===== config.mk =====
export PLATFORM = sky130hd
export DESIGN_NAME = wallace_mul_pipe
export DESIGN_NICKNAME = d
export VERILOG_FILES = /design/src/rtl/wallace_pkg.sv /design/src/rtl/three_to_two.sv /design/src/rtl/wallace_mul_pipe.sv
export SDC_FILE = /design/constraint.sdc
export NUM_CORES = 1
export LEC_CHECK = 0
export CAP_MARGIN = 20
export CORE_MARGIN = 5
export CORE_UTILIZATION = 60
export DETAILED_ROUTE_END_ITERATION = 16
export PLACE_DENSITY = 0.85
export SYNTH_ARGS = -nofsm -noshare
export SYNTH_HDL_FRONTEND = slang
export SYNTH_SLANG_ARGS = --single-unit
export TNS_END_PERCENT = 10

===== constraint.sdc =====
create_clock -name clk -period 4.4 [get_ports clk]
set_input_delay 0.88 -clock clk [delete_from_list [all_inputs] [get_ports clk]]
set_output_delay 0.88 -clock clk [all_outputs]
set_load 0.02 [all_outputs]

===== src/rtl/wallace_pkg.sv =====
// Shared helpers for the Booth/Wallace multiplier: partial-product count,
// reduction-tree sizing, Booth digit encoding and the sign-extension constant.
package wallace_pkg;

    typedef struct packed {
        logic neg;
        logic one;
        logic two;
    } booth_sel_t;

    localparam booth_sel_t BOOTH_ZERO = 3'b000;
    localparam booth_sel_t BOOTH_POS1 = 3'b010;
    localparam booth_sel_t BOOTH_POS2 = 3'b001;
    localparam booth_sel_t BOOTH_NEG1 = 3'b110;
    localparam booth_sel_t BOOTH_NEG2 = 3'b101;

    function automatic int num_pp(input int width);
        return width / 2 + 1;
    endfunction

    // Row count after lvl levels of 3:2 reduction starting from n rows.
    function automatic int rows_after(input int n, input int lvl);
        int r;
        r = n;
        for (int i = 0; i < lvl; i++) begin
            if (r > 2) r = 2 * (r / 3) + r % 3;
        end
        return r;
    endfunction

    function automatic int tree_levels(input int n);
        int r;
        int l;
        r = n;
        l = 0;
        while (r > 2) begin
            r = 2 * (r / 3) + r % 3;
            l++;
        end
        return l;
    endfunction

    // Triplet is {b[2i+1], b[2i], b[2i-1]}.
    function automatic booth_sel_t booth_encode(input logic [2:0] trip);
        case (trip)
            3'b001, 3'b010: return BOOTH_POS1;
            3'b011:         return BOOTH_POS2;
            3'b100:         return BOOTH_NEG2;
            3'b101, 3'b110: return BOOTH_NEG1;
            default:        return BOOTH_ZERO;
        endcase
    endfunction

    // Each row's sign bit is inverted in place; this constant removes the
    // 2^(width+1+2i) that the inversion adds for every partial product.
    function automatic logic [127:0] sext_const(input int width);
        logic [127:0] k;
        k = '0;
        for (int i = 0; i < width / 2 + 1; i++) begin
            k = k - (128'd1 << (width + 1 + 2 * i));
        end
        return k;
    endfunction

endpackage


===== src/rtl/three_to_two.sv =====
// Full-adder cell used as the 3:2 counter of the reduction tree.
module three_to_two (
    input  logic a,
    input  logic b,
    input  logic ci,
    output logic s,
    output logic co
);
    assign s  = a ^ b ^ ci;
    assign co = (a & b) | (ci & (a ^ b));
endmodule


===== src/rtl/wallace_mul_pipe.sv =====
// Pipelined radix-4 Booth multiplier with a Wallace carry-save tree, an
// optional register in the middle of the tree and a registered final adder.
module wallace_mul_pipe
    import wallace_pkg::*;
#(
    parameter int WIDTH    = 16,
    parameter int PIPE_MID = 1
) (
    input  logic               clk,
    input  logic               resetn,
    input  logic               in_valid,
    output logic               in_ready,
    input  logic [WIDTH-1:0]   a,
    input  logic [WIDTH-1:0]   b,
    input  logic               sgn,
    output logic               out_valid,
    input  logic               out_ready,
    output logic [2*WIDTH-1:0] p
);
    localparam int PW      = 2 * WIDTH;
    localparam int NPP     = num_pp(WIDTH);
    localparam int NROWS   = NPP + 2;
    localparam int LEVELS  = tree_levels(NROWS);
    localparam int MID_LVL = LEVELS / 2;
    localparam logic [127:0] SEXT_ALL = sext_const(WIDTH);
    localparam logic [PW-1:0] SEXT_K  = SEXT_ALL[PW-1:0];

    logic                  adv;
    logic                  vld_p1;
    logic signed [WIDTH:0] a_ext;
    logic [WIDTH+2:0]      b_ext;
    logic [NPP-1:0]        neg_bits;
    logic [PW-1:0]         neg_row;
    logic [PW-1:0]         sum;
    logic [PW-1:0]         tree    [0:LEVELS][0:NROWS-1];
    logic [PW-1:0]         lvl_in  [0:LEVELS-1][0:NROWS-1];
    logic [PW-1:0]         rows_p1 [0:NROWS-1];

    assign adv      = !out_valid || out_ready;
    assign in_ready = adv;

    // Stage 0: Booth partial products, b carries an implicit zero below bit 0
    assign a_ext = {sgn & a[WIDTH-1], a};
    assign b_ext = {{2{sgn & b[WIDTH-1]}}, b, 1'b0};

    for (genvar i = 0; i < NPP; i++) begin : g_pp
        booth_sel_t       sel;
        logic [WIDTH+1:0] mag;
        logic [WIDTH+1:0] bits;
        assign sel         = booth_encode(b_ext[2*i+2 -: 3]);
        assign mag         = sel.two ? {a_ext, 1'b0} : (sel.one ? {a_ext[WIDTH], a_ext} : '0);
        assign bits        = sel.neg ? ~mag : mag;
        assign neg_bits[i] = sel.neg;
        assign tree[0][i]  = PW'({~bits[WIDTH+1], bits[WIDTH:0]}) << (2 * i);
    end

    always_comb begin
        neg_row = '0;
        for (int i = 0; i < NPP; i++) begin
            neg_row[2*i] = neg_bits[i];
        end
    end

    assign tree[0][NPP]     = neg_row;
    assign tree[0][NPP + 1] = SEXT_K;

    // Stage 1 boundary: rows leaving level MID_LVL, registered or passed through
    if (PIPE_MID != 0) begin : g_mid_reg
        always_ff @(posedge clk) begin
            if (!resetn) begin
                vld_p1 <= 1'b0;
                for (int r = 0; r < NROWS; r++) rows_p1[r] <= '0;
            end else if (adv) begin
                vld_p1 <= in_valid;
                for (int r = 0; r < NROWS; r++) rows_p1[r] <= tree[MID_LVL][r];
            end
        end
    end else begin : g_mid_wire
        assign vld_p1 = in_valid;
        for (genvar r = 0; r < NROWS; r++) begin : g_row
            assign rows_p1[r] = tree[MID_LVL][r];
        end
    end

    for (genvar l = 0; l < LEVELS; l++) begin : g_src
        for (genvar r = 0; r < NROWS; r++) begin : g_row
            if (l == MID_LVL) begin : g_from_mid
                assign lvl_in[l][r] = rows_p1[r];
            end else begin : g_from_tree
                assign lvl_in[l][r] = tree[l][r];
            end
        end
    end

    for (genvar l = 0; l < LEVELS; l++) begin : g_lvl
        localparam int RI = rows_after(NROWS, l);
        localparam int RO = rows_after(NROWS, l + 1);
        localparam int NG = RI / 3;

        for (genvar g = 0; g < NG; g++) begin : g_grp
            logic [PW-1:0] s;
            logic [PW-1:0] cy;
            logic          unused_cy_top;
            for (genvar c = 0; c < PW; c++) begin : g_col
                three_to_two u_csa (
                    .a  (lvl_in[l][3*g][c]),
                    .b  (lvl_in[l][3*g+1][c]),
                    .ci (lvl_in[l][3*g+2][c]),
                    .s  (s[c]),
                    .co (cy[c])
                );
            end
            assign tree[l+1][2*g]   = s;
            assign tree[l+1][2*g+1] = {cy[PW-2:0], 1'b0};
            assign unused_cy_top    = cy[PW-1];
        end

        // Rows not consumed by a counter move down unchanged.
        for (genvar r = 2 * NG; r < NROWS; r++) begin : g_pass
            if (r < RO) begin : g_keep
                assign tree[l+1][r] = lvl_in[l][r + NG];
            end else begin : g_zero
                assign tree[l+1][r] = '0;
            end
        end
    end

    assign sum = tree[LEVELS][0] + tree[LEVELS][1];

    // Stage 2 boundary: output register, p only reloads on a valid product
    always_ff @(posedge clk) begin
        if (!resetn) begin
            out_valid <= 1'b0;
            p         <= '0;
        end else if (adv) begin
            out_valid <= vld_p1;
            if (vld_p1) p <= sum;
        end
    end

endmodule

==> impl_metrics.tcl <==
set metrics [dict create \
    track_usage_pct 28.9 \
    final_common_cell "inv_1" \
    reg2regPathDepth 15 \
    antennaDiodeCount 0 \
    clock_sinks 133 \
    final_layout_size_suffix_gt1_share_pct 6.89 \
    drt_wl_total_mm 37.2 \
    rsz0062_at_grt "no" \
    grt_overflow 0 \
    async_flop_share_pct 0 \
    synth_top_area_share_pct 21.5 \
    synth_top_area_cell "edfxtp_1" \
    fp-row-count 55 \
    ctsResizeCount 0 \
    cts_max_level 4 \
    clk_pin_slew_ns 0.06 \
    holdWs_ns 0.452 \
    power.density_nw_per_um2 523 \
    synth.distinct_cells 56 \
    final_cell_mix "178 x inv_1, 155 x o21ai_0, 128 x xor2_1" \
    fin_crit_ns 4.09 \
    core_area_um2 22500 \
    synth_area_per_cell_um2 8.98 \
    stdcell_count 1837 \
    area_growth_pct 11.6 \
    hpwl_mm 27.1 \
    cts_setup_buffers 0 \
    hp-class "register to register" \
    drv_cap 0 \
    cp-startpoint "b[7]" \
    synthFlopType "edfxtp_1" \
    r2r_setup_slack_ns 0.47 \
    synth_area_um2 13700 \
    grt_pass1_vias 11100 \
    r2r-start "rows_p1[0][85]" \
    crit_slowest_cell "o21ai_0" \
    crit_type "input pin to register" \
    timing.rr.end "p[29]" \
    use_met2_pct 46.2 \
    synth_area_leaders "edfxtp_1 22%, fa_1 16%, ha_1 9.0%, xor2_1 8.2%, o21ai_0 5.7%" \
    synth_cells 1522 \
    grt_max_degree 64 \
    path_max_fanout 15 \
    drtIter0Drc 1350 \
    yosys_warnings 0 \
    synth_nets 1769 \
    die_w_um 161 \
    setup.worst_path.end_class "register" \
    yosysSeqAreaShare_pct 26.7 \
    grt_first_pass_wirelength_mm 59.7 \
    initial_utilization_pct 60.7 \
    nets 1786 \
    io_buffer_count 70 \
    met1_usage_pct 39.3 \
    routedWlPerCell_um 20.3 \
    gp_congestion 0.945 \
    ys_ff_latch 133 \
    synth_edf_count 98 \
    worstPathCellList "clkdlybuf4s50_1 -> buf_4 -> nor2_1 -> nand2_1 -> o21ai_0 -> fa_1 -> fa_1 -> and3_1" \
    relSlewSlack_pct 24.2 \
    clockRootBuffer "clkbuf_16" \
    drc 0 \
    clock.fmax_ghz 0.244 \
    setup.worst_path.end "rows_p1[0][16]" \
    ctsHoldBuffers 0 \
    setup-tns-final_ns 0 \
    cts_buffer_depth 2 \
    antenna_found_initial 0 \
    status "completed" \
    maxSlewViolCount 0 \
    tightest_slew_ns 1.13 \
    slowest_delay_ns 0.66 \
    leakage_uw 0.00703 \
    setup_violations 0 \
    arrival_ns 4.28 \
    fin_skew_ns 0.0138 \
    die_h_um 161 \
    num_vias 11300 \
    drtAntennaViolNets 0 \
    clock_latency_ns 0.44 \
    grtUsageMet3_pct 5.21 \
    firstDrtPassIters 6 \
    die_area_um2 25900 \
    grt-busiest-layer "met2" \
    cp_common_cell "fa_1" \
    cts_buffers 17 \
    finalCritPeriodShare_pct 93.0 \
    drt-vias-per-instance 6.16 \
    ios 71 \
    ir_drop_mv 0.342 \
    hold_viol_final 0 \
    place_inst 1804 \
    cts_tree "yes" \
    start_kind "input pin" \
    crit_required_ns 4.59 \
]
## stage by stage
step | utilization [%] | total power (uW) | area (um2) | worst slack [ns]
after detailed placement | 65.1 | 6440 | 14700 | 0.134
after CTS | 67.7 | 7940 | 15200 | 0.459
after global routing | 67.7 | 8620 | 15200 | 0.271
final | 67.7 | 7970 | 15200 | 0.306
after floorplan | - | 5200 | 13700 | 0.738
after global placement | 65.0 | 6300 | 14600 | 0.0973
## routing by layer
layer	vias to the layer above	share of wire, %
met2	675	47
met1	5353	40
li1	5181	-
met3	108	9.6
met4	0	3.5
met5	-	0
## critical path: cells and delay by family
family	cells	cell delay [ns]
and+or+nand+nor	3	1.08
adders and majority gates	2	0.97
buffers and inverters	2	0.69
AOI/OAI and AO/OA	1	0.66
## cells by family (layout without fill, tap and decap cells)
kind of cell | Yosys count | in the layout | share of synthesized area (%)
compound gates | 378 | 378 | 17.7
xor+xnor | 144 | 144 | 9.23
buf+inv | 313 | 343 | 8.87
simple gates | 343 | 343 | 12.1
fa+ha+maj | 210 | 210 | 25.4
flops | 133 | 133 | 26.7
other cells | 1 | 1 | 0.0274
## final cells by class
type | instances | area [um2]
Tap cell | 285 | 357
Multi-Input combinational cell | 1076 | 8810
Timing Repair Buffer | 132 | 1180
Clock buffer | 18 | 439
Clock inverter | 14 | 141
Fill cell | 1749 | 7260
Sequential cell | 133 | 3640
Inverter | 179 | 672
## registers in the layout (all words and copies together), names as in the netlist
name and cells:
out_valid 1, p 32, rows_p1 99, vld_p1 1
## where the power goes
group | internal [uW] | total, uW | switching, uW
logic | 1880 | 4740 | 2860
registers | 1660 | 1800 | 136
clock network | 810 | 1430 | 624
## worst min-delay path by stage
| stage | start | to | slack (ns) | depth (start not counted) |
|---|---|---|---|---|
| 2_1_floorplan | vld_p1 | vld_p1 | 0.46 | 2 |
| 3_3_place_gp | p[30] | p[30] | 0.44 | 2 |
| 3_5_place_dp | p[30] | p[30] | 0.44 | 2 |
| 4_1_cts | p[30] | p[30] | 0.46 | 2 |
| 5_1_grt | p[30] | p[30] | 0.47 | 2 |
| 6_report | p[30] | p[30] | 0.45 | 2 |
## cells in the mapped netlist (all sizes together) (2+ instances only)
| master | count |
|---|---|
| nor3b | 4 |
| a21boi | 10 |
| a221o | 8 |
| a21oi | 47 |
| nor2b | 11 |
| fa | 112 |
| a31oi | 8 |
| dfxtp | 35 |
| buf | 37 |
| a211o | 2 |
| nor2 | 74 |
| inv | 178 |
| o21bai | 5 |
| edfxtp | 98 |
| and3 | 65 |
| a21o | 11 |
| a221oi | 6 |
| nand2 | 113 |
| o211a | 2 |
| a211oi | 6 |
| nand4 | 8 |
| and2 | 30 |
| xnor2 | 16 |
| xor2 | 128 |
| o221ai | 4 |
| a22oi | 95 |
| nand3 | 23 |
| clkbuf | 97 |
| ha | 98 |
| o21ai | 162 |
| nor3 | 4 |
| o21a | 4 |
| nand2b | 8 |
| o211ai | 2 |
Note: power is estimated with default switching activity, not from simulation.
